File: src/rtl/rat_uart_tx.sv
// rat_uart_fifo: generic single-clock FIFO with occupancy count, head visible combinationally.
// Latency: a push is visible at the head one cycle after the push edge.
// Backpressure: push_rdy drops when full unless a pop happens in the same cycle.
module rat_uart_fifo #(
    parameter int WIDTH = 8,
    parameter int DEPTH = 8,
    localparam int PTR_W = $clog2(DEPTH),
    localparam int CNT_W = $clog2(DEPTH) + 1
) (
    input  logic             CLK,
    input  logic             RST_N,
    input  logic             push_vld,
    input  logic [WIDTH-1:0] push_dat,
    output logic             push_rdy,
    input  logic             pop_vld,
    output logic [WIDTH-1:0] pop_dat,
    output logic             full,
    output logic             empty,
    output logic [CNT_W-1:0] count
);
    logic [WIDTH-1:0] mem [DEPTH];
    logic [PTR_W-1:0] wr_ptr;
    logic [PTR_W-1:0] rd_ptr;
    logic             push_acc;

    assign full     = (count == CNT_W'(DEPTH));
    assign empty    = (count == '0);
    assign push_rdy = !full || pop_vld;
    assign push_acc = push_vld && push_rdy;
    assign pop_dat  = mem[rd_ptr];

    always_ff @(posedge CLK or negedge RST_N) begin
        if (!RST_N) begin
            wr_ptr <= '0;
            rd_ptr <= '0;
            count  <= '0;
        end else begin
            if (push_acc) wr_ptr <= wr_ptr + PTR_W'(1);
            if (pop_vld)  rd_ptr <= rd_ptr + PTR_W'(1);
            count <= count + CNT_W'(push_acc) - CNT_W'(pop_vld);
        end
    end

    // Storage needs no reset: pointers and count define what is valid.
    always_ff @(posedge CLK) begin
        if (push_acc) mem[wr_ptr] <= push_dat;
    end
endmodule

// rat_uart_tx: RAT MCU port-mapped 8N1 UART transmitter with byte FIFO, status byte and done pulse.
// Latency: push at edge N, start bit driven after edge N+1; frame 10*CLKS_PER_BIT cycles, one idle cycle between frames.
// Backpressure: none on the MCU bus; writes to a full FIFO are dropped and raise sticky overrun.
module rat_uart_tx #(
    parameter int          CLKS_PER_BIT   = 434,
    parameter int          FIFO_DEPTH     = 8,
    parameter logic [7:0]  DATA_PORT_ID   = 8'h82,
    parameter logic [7:0]  STATUS_PORT_ID = 8'h83
) (
    input  logic       CLK,
    input  logic       RST_N,
    input  logic [7:0] PORT_ID,
    input  logic [7:0] OUT_PORT,
    input  logic       IO_STRB,
    output logic       TX,
    output logic [7:0] STATUS,
    output logic       TX_DONE
);
    localparam int BAUD_W = $clog2(CLKS_PER_BIT);
    localparam int CNT_W  = $clog2(FIFO_DEPTH) + 1;

    typedef enum logic [1:0] {IDLE, START, DATA, STOP} state_t;

    typedef struct packed {
        logic [3:0] cnt;
        logic       overrun;
        logic       busy;
        logic       full;
        logic       empty;
    } status_t;

    state_t            state, state_nxt;
    logic [BAUD_W-1:0] baud_cnt, baud_nxt;
    logic [2:0]        bit_idx, bit_nxt;
    logic [7:0]        shift, shift_nxt;
    logic              tx_q, tx_nxt;
    logic              done_q, done_nxt;
    logic              overrun;
    logic              baud_last;

    logic              data_wr;
    logic              stat_wr;
    logic              fifo_pop;
    logic              push_rdy;
    logic [7:0]        fifo_head;
    logic              fifo_full;
    logic              fifo_empty;
    logic [CNT_W-1:0]  fifo_count;
    logic [3:0]        cnt4;
    status_t           status;

    assign data_wr = IO_STRB && (PORT_ID == DATA_PORT_ID);
    assign stat_wr = IO_STRB && (PORT_ID == STATUS_PORT_ID);

    rat_uart_fifo #(
        .WIDTH (8),
        .DEPTH (FIFO_DEPTH)
    ) u_fifo (
        .CLK      (CLK),
        .RST_N    (RST_N),
        .push_vld (data_wr),
        .push_dat (OUT_PORT),
        .push_rdy (push_rdy),
        .pop_vld  (fifo_pop),
        .pop_dat  (fifo_head),
        .full     (fifo_full),
        .empty    (fifo_empty),
        .count    (fifo_count)
    );

    always_ff @(posedge CLK or negedge RST_N) begin
        if (!RST_N) begin
            overrun <= 1'b0;
        end else if (data_wr && !push_rdy) begin
            overrun <= 1'b1;
        end else if (stat_wr) begin
            overrun <= 1'b0;
        end
    end

    assign baud_last = (baud_cnt == BAUD_W'(CLKS_PER_BIT - 1));

    always_comb begin
        state_nxt = state;
        baud_nxt  = baud_cnt;
        bit_nxt   = bit_idx;
        shift_nxt = shift;
        tx_nxt    = tx_q;
        done_nxt  = 1'b0;
        fifo_pop  = 1'b0;
        case (state)
            IDLE: begin
                tx_nxt = 1'b1;
                if (!fifo_empty) begin
                    fifo_pop  = 1'b1;
                    shift_nxt = fifo_head;
                    baud_nxt  = '0;
                    state_nxt = START;
                    tx_nxt    = 1'b0;
                end
            end
            START: begin
                if (baud_last) begin
                    baud_nxt  = '0;
                    bit_nxt   = 3'd0;
                    state_nxt = DATA;
                    tx_nxt    = shift[0];
                end else begin
                    baud_nxt = baud_cnt + BAUD_W'(1);
                end
            end
            DATA: begin
                if (baud_last) begin
                    baud_nxt  = '0;
                    shift_nxt = {1'b0, shift[7:1]};
                    if (bit_idx == 3'd7) begin
                        state_nxt = STOP;
                        tx_nxt    = 1'b1;
                    end else begin
                        bit_nxt = bit_idx + 3'd1;
                        tx_nxt  = shift[1];
                    end
                end else begin
                    baud_nxt = baud_cnt + BAUD_W'(1);
                end
            end
            STOP: begin
                if (baud_last) begin
                    baud_nxt  = '0;
                    state_nxt = IDLE;
                    // Suppress the pulse when queued data will start another frame.
                    done_nxt  = fifo_empty;
                end else begin
                    baud_nxt = baud_cnt + BAUD_W'(1);
                end
            end
            default: begin
                state_nxt = IDLE;
                tx_nxt    = 1'b1;
            end
        endcase
    end

    always_ff @(posedge CLK or negedge RST_N) begin
        if (!RST_N) begin
            state    <= IDLE;
            baud_cnt <= '0;
            bit_idx  <= '0;
            shift    <= '0;
            tx_q     <= 1'b1;
            done_q   <= 1'b0;
        end else begin
            state    <= state_nxt;
            baud_cnt <= baud_nxt;
            bit_idx  <= bit_nxt;
            shift    <= shift_nxt;
            tx_q     <= tx_nxt;
            done_q   <= done_nxt;
        end
    end

    generate
        if (CNT_W >= 4) begin : g_cnt_trunc
            assign cnt4 = fifo_count[3:0];
        end else begin : g_cnt_ext
            assign cnt4 = {{(4 - CNT_W){1'b0}}, fifo_count};
        end
    endgenerate

    always_comb begin
        status         = '0;
        status.cnt     = cnt4;
        status.overrun = overrun;
        status.busy    = (state != IDLE);
        status.full    = fifo_full;
        status.empty   = fifo_empty;
    end

    assign STATUS  = status;
    assign TX      = tx_q;
    assign TX_DONE = done_q;
endmodule

File: config.mk
export PLATFORM = sky130hd
export DESIGN_NAME = rat_uart_tx
export DESIGN_NICKNAME = d
export VERILOG_FILES = /design/src/rtl/rat_uart_tx.sv
export SDC_FILE = /design/constraint.sdc
export NUM_CORES = 1
export LEC_CHECK = 0
export ABC_AREA = 1
export CORE_ASPECT_RATIO = 0.6
export CORE_UTILIZATION = 66
export CTS_BUF_LIST = sky130_fd_sc_hd__clkbuf_4 sky130_fd_sc_hd__clkbuf_8
export DETAILED_ROUTE_END_ITERATION = 10
export PLACE_DENSITY = 0.91
export SLEW_MARGIN = 30
export SYNTH_ARGS = -nofsm -noshare
export SYNTH_HDL_FRONTEND = slang
export SYNTH_SLANG_ARGS = --single-unit
File: constraint.sdc
create_clock -name CLK -period 4.6 [get_ports CLK]
set_clock_uncertainty 0.05 [all_clocks]
set_input_delay 0.92 -clock CLK [delete_from_list [all_inputs] [get_ports CLK]]
set_output_delay 0.92 -clock CLK [all_outputs]
set_load 0.01 [all_outputs]
==> key figures <==
Yosys
  – Post-synth EDFFs: 64
  – Asr flop ratio synth: 35.4%
  – Post-Syn Instances: 438
  – Synth Area per Inst: 10.4 µm²
  – Top FF cell, synth: edfxtp_1
  – Post-synthesis cell type count: 34
  – Largest cells by area after synthesis: edfxtp_1 42%, dfrtp_1 19%, nor2_1 5.8%
  – Yosys top cell area share: 42.3%
  – Flops & latches, synth: 99
  – Yosys warning count: 0
  – Mapped cell area: 4540 µm²
  – Yosys top cell by area: edfxtp_1
  – Post-Syn Nets: 475
  – Register area share after synthesis: 61.7%

Routing
  – DR iter-0 viols: 411
  – Routed vias/inst: 5.90
  – Routed Antenna Nets: 0
  – DRC violations left: 0
  – Via count: 3259
  – DR pass1 iterations: 5
  – Drt total wl: 9780 µm
  – Wire per inst: 17.7 µm

Layout
  – Fill count: 371
  – Multi-input gate area: 1500 µm²
  – Commonest non-fill, non-tap cell in the layout: nor2_1
  – Non-Filler Instances: 552
  – Fin area: 5050 µm²
  – Nets: 500
  – Antenna cells: 0
  – Register area: 2800 µm²
  – Layout cells sized above 1: 9.19%
  – Commonest cells after routing, fill and taps aside: 70 x nor2_1, 64 x edfxtp_1, 62 x nand2_1
  – Layout area overhead: 11.2%

CTS
  – CTS tree: built
  – CTS Buf Count: 9
  – Post-cts gate resize count: 0
  – Longest Clk Path Bufs: 2
  – Setup bufs post-CTS: 0
  – Worst skew pair latency: 0.38 ns
  – CTS Root Cell: clkbuf_8
  – Clock Pin Slew Worst Setup and Hold Paths: 0.09 ns
  – CTS Hold Bufs: 0
  – Htree depth: 3
  – Clock sink count: 99

Place
  – Placer Congestion: 0.937
  – IO buf count: 28
  – Final HPWL DP: 7020 µm
  – Post-Place Worst Slack: 1.26 ns
  – Placed Area: 4850 µm²
  – Placed cells: 536

GRT
  – Vias in the first global route: 3012
  – First-pass GRT wire length: 15400 µm
  – Global Route Usage Sum: 30.4%
  – Total gr overflow: 0
  – Largest net degree at the start of global routing: 36
  – Initial antenna violation count: 0

STA
  – Slack of the critical path: 1.73 ns
  – Fin Setup TNS: 0 ns
  – Final Critical Period: 2.87 ns
  – Final hold vios: 0
  – Worst hold slack: 0.439 ns
  – Maximum clock rate: 0.348 GHz
  – Final worst-path cycle share: 62.4%
  – Worst Tran Pin Value: 0.723 ns
  – Slew margin rel.: 51.5%
  – Count of final max-slew check failures: 0
  – Unrepaired setup endpoints after global routing: no
  – Setup-failing EPs final: 0

Power
  – Worst vdd ir: 0.256 mV
  – Leakage: 0.00198 µW
  – PD cells: 320 nW/µm²

Setup path
  – Critical path required time: 3.63 ns
  – R2R Path Start: state[1]
  – CP Launch Type: flop
  – CP max FO: 5
  – Reg2reg setup slack: 2.07 ns
  – Capturing point of the worst reg2reg path: u_fifo.mem[6][4]
  – Worst-path cell chain: inv_1 -> ha_1 -> inv_1 -> clkdlybuf4s50_1
  – CP startpoint: state[1]
  – Critical path class: reg -> out
  – R2r worst-path depth: 8
  – Worst Setup EP: STATUS[2]
  – Most frequent CP cell: inv_1
  – Worst path arrival time: 1.90 ns
  – Largest stage delay on the critical path: 0.50 ns
  – CP endpoint kind: output port
  – Slowest cell on the critical path: clkdlybuf4s50_1

Status
  – Status: finished clean

Floorplanning
  – Die Wd: 109 µm
  – Core Rows: 22
  – Die area: 7220 µm²
  – Die height: 66.2 µm
  – Core region area: 6360 µm²
  – Top-level I/O count: 29
  – Starting Density: 71.4%

Job
  – Max Cap Violations: 0

Hold path
  – HP Class: reg -> reg
==> through the flow <==
step	total power [µW]	utilization (%)
final	1620	79.4
after global routing	1670	79.4
after CTS	1620	79.1
after detailed placement	1120	76.2
after global placement	1110	76.2
after floorplan	1050	-
==> cell type report <==
cell class                      instances  share of cell area (%)
Clock inverter                          7                    1.16
Multi-Input combinational cell        279                    29.8
Tap cell                               84                    2.08
Clock buffer                            9                    2.45
Inverter                               45                    3.39
Sequential cell                        99                    55.5
Timing Repair Buffer                   29                    5.70
==> worst min-delay path by stage <==
| stage | depth (start not counted) | startpoint | slack [ns] | endpoint |
|---|---|---|---|---|
| 6_report | 2 | TX | 0.44 | TX |
| 5_1_grt | 2 | TX | 0.47 | TX |
| 4_1_cts | 2 | shift[7] | 0.45 | shift[7] |
| 3_5_place_dp | 2 | shift[7] | 0.42 | shift[7] |
| 3_3_place_gp | 2 | shift[7] | 0.42 | shift[7] |
| 2_1_floorplan | 2 | shift[7] | 0.40 | shift[7] |
==> layer usage <==
metal / vias up / part of all wire [%] / track usage (%)
met4: 0 / 1.5 / 7.60
met1: 1538 / 45 / 44.5
met3: 17 / 11 / 9.75
met2: 189 / 43 / 44.1
met5: - / 0 / 0
li1: 1515 / - / -
==> state kept, by name, indices dropped and copies added, names as in the netlist <==
| register | flops |
|---|---|
| baud_cnt | 9 |
| overrun | 1 |
| u_fifo.wr_ptr | 3 |
| bit_idx | 3 |
| TX_DONE | 1 |
| u_fifo.count | 4 |
| shift | 8 |
| state | 2 |
| u_fifo.mem | 64 |
| u_fifo.rd_ptr | 3 |
| TX | 1 |
==> critical path: cells and delay by family, from the launching register on <==
kind / cells / cell delay, ns
adders and majority gates: 1 / 0.37
DFF: 1 / 0.43
buffers and inverters: 3 / 0.74
==> Yosys cell counts (4+ instances only) <==
cell type and n:
dfrtp_1 34, nand2_2 5, nand4_1 8, nor3_1 6, nor2_1 70, edfxtp_1 64, nand2_1 62, xor2_1 4
nand3_1 36, inv_1 38, buf_4 5, xnor2_1 5, inv_2 5, o21ai_0 39, o22ai_1 4, ha_1 17
buf_2 9, a21oi_1 4
==> cell families (layout without fill, tap and decap cells) <==
family | after synthesis | in the layout | synth area share, %
xor gates and xnor gates | 9 | 9 | 1.74
DFF | 99 | 99 | 61.7
adders and majority gates | 18 | 18 | 5.13
buffers and inverters | 60 | 90 | 5.68
AOI/OAI and AO/OA | 56 | 56 | 6.67
and+or+nand+nor | 196 | 196 | 19.1
==> power breakdown <==
group          switching [µW]  total, µW  leakage [µW]  internal (µW)
clock network             312        517     0.0000921            205
registers                10.3        971       0.00100            961
logic                    66.6        130      0.000890           63.0
total                     389       1620       0.00198           1230
Power figures use the tool's default switching activity.
==> patch (same settings) <==
The 4 states of `state_t` get a one-hot encoding in 4 bits.
--- a/src/rtl/rat_uart_tx.sv
+++ b/src/rtl/rat_uart_tx.sv
@@ -68,7 +68,7 @@
     localparam int BAUD_W = $clog2(CLKS_PER_BIT);
     localparam int CNT_W  = $clog2(FIFO_DEPTH) + 1;
 
-    typedef enum logic [1:0] {IDLE, START, DATA, STOP} state_t;
+    typedef enum logic [3:0] {IDLE = 4'b0001, START = 4'b0010, DATA = 4'b0100, STOP = 4'b1000} state_t;
 
     typedef struct packed {
         logic [3:0] cnt;
Behaviour: same outputs for any inputs over 10 cycles, from zero or initial values and one cycle with RST_N low; not proved beyond that.
==> patch against the unedited design <==
The run now ends with DRC left. Synthesized cell count rose by 4.3%. Setup slack got worse by 0.20 ns. First-iteration DRC count is 5.4% higher. Clock power grew 21%. Hold slack worse by 0.0076 ns. Wire length is 14% higher. Highest routed layer unchanged. Sequential cell count is 2 higher. Cell count up 3.8%. Total power up 9.6%. Synthesized area grew 4.7%. Design area rose by 4.5%.
==> patch: results (changes against the unedited design) <==
The per-instance average area after synthesis is 10.4 sq um (+0.36%). The number of global-route vias before repair came to 3342 (+11%). The run finished, with violations left. The final reports fail on DRC.

The worst register-to-register path begins at u_fifo.count[2]$_DFF_PN0_. The reg-to-reg endpoint is u_fifo.count[2]$_DFF_PN0_. The proportion of synthesized flip-flops having asynchronous set or reset is 36.6% (+1.3 points). The global-route wire length before repair came to 17500 um (+14%). The per-cell routed wire length came out at 19.4 um (+9.5%). The cell depth of the worst flop-to-flop path came out at 11 (+3). The layout net count is 513 (+2.6%). The maximum fanout encountered on the critical timing path came out at 3 (-2). The total internal power is 1.37 mW (+12%). Ranked by instance count, the synthesized netlist is headed by sky130_fd_sc_hd__nand2_1, sky130_fd_sc_hd__nand3_1, sky130_fd_sc_hd__edfxtp_1.

The stage delay of the slowest cell on the critical path came out at 0.63 ns (+0.13 ns). The final RePlAce weighted congestion came out at 0.877 (-6.4%). The fraction of layout cells with a size suffix above 1 is 13.2% (+4.0 points).

The pin count of the biggest net entering global routing is 38 (+5.6%). The static leakage came out at 2.13 nW (+7.2%). The total wire length after detailed routing is 11100 um (+14%). The initial DRC count is 433 (+5.4%). The worst setup slack for register-to-register paths is 1.90 ns (-0.17 ns). The count of unique library cells instantiated by Yosys was 41 (+21%).

The critical path arrival is 2.10 ns (+0.20 ns). The max-slew headroom at the worst pin came out at 37.9% (-14 points). The post-detailed-route via-to-cell ratio came out at 6.10 (+3.4%).

The total nets after synthesis came out at 489 (+2.9%). The total DRC errors in the routed layout is 2 (+2). The total instance count after detailed placement was 557 (+3.9%).

The placed wire-length estimate after detailed placement is 7550 um (+7.6%).
## patch: power by group through the flow
stage / combinational, mW / sequential [mW] / clock (mW)
after floorplan: 0.0600 / 1.01 / 0
after global placement: 0.131 / 1.01 / 0
after detailed placement: 0.145 / 1.01 / 0
after CTS: 0.153 / 0.991 / 0.626
after global routing: 0.164 / 0.993 / 0.662
final: 0.154 / 0.992 / 0.628
## patch: worst max-delay path by stage
stage                                       endpoint  slack, ns  cells past startpoint
final                                      STATUS[1]       1.53                      5
after global routing                       STATUS[1]       1.40                      5
after CTS                                  STATUS[1]       1.53                      5
after detailed placement  u_fifo.mem[0][1]$_DFFE_PP_       1.51                      8
after global placement    u_fifo.mem[4][5]$_DFFE_PP_       1.64                      8
after floorplan            u_fifo.count[2]$_DFF_PN0_       2.24                      9
## patch: layer usage
metal	up-vias	share of wire [%]	track usage, %
li1	1598	-	-
met4	0	2.0	11.0
met1	1643	41	44.3
met2	230	44	47.1
met5	-	0	0
met3	26	14	14.4
## patch: kinds of logic after synthesis
kind of cell	synth area share, %
AND/OR/NAND/NOR	26.4
adder cells (fa/ha/maj)	3.58
XOR/XNOR	1.29
flip-flops	60.0
buffers and inverters	5.03
AO/OA/AOI/OAI	3.76
## patch: worst reg2reg max path, cell delays in order (launching register included)
cell	delay [ns]
sky130_fd_sc_hd__dfrtp_1	0.40
sky130_fd_sc_hd__inv_1	0.11
sky130_fd_sc_hd__ha_1	0.21
sky130_fd_sc_hd__nand3_2	0.18
sky130_fd_sc_hd__nand3_4	0.28
sky130_fd_sc_hd__inv_1	0.20
sky130_fd_sc_hd__ha_1	0.32
sky130_fd_sc_hd__inv_1	0.06
sky130_fd_sc_hd__ha_1	0.15
sky130_fd_sc_hd__inv_1	0.06
sky130_fd_sc_hd__fa_1	0.38
sky130_fd_sc_hd__xnor2_1	0.22
## patch: layout make-up
type	count	area [sq um]
Sequential cell	101	2850
Multi-Input combinational cell	302	1660
Fill cell	399	1550
Timing Repair Buffer	29	283
Inverter	38	149
Clock buffer	12	146
Tap cell	87	109
Clock inverter	4	73.8
## patch: stage by stage
step	worst slack (ns)	hold slack, ns
2_1_floorplan	2.24	0.409
3_3_place_gp	1.64	0.403
3_5_place_dp	1.51	0.414
4_1_cts	1.53	0.428
5_1_grt	1.40	0.454
6_report	1.53	0.432
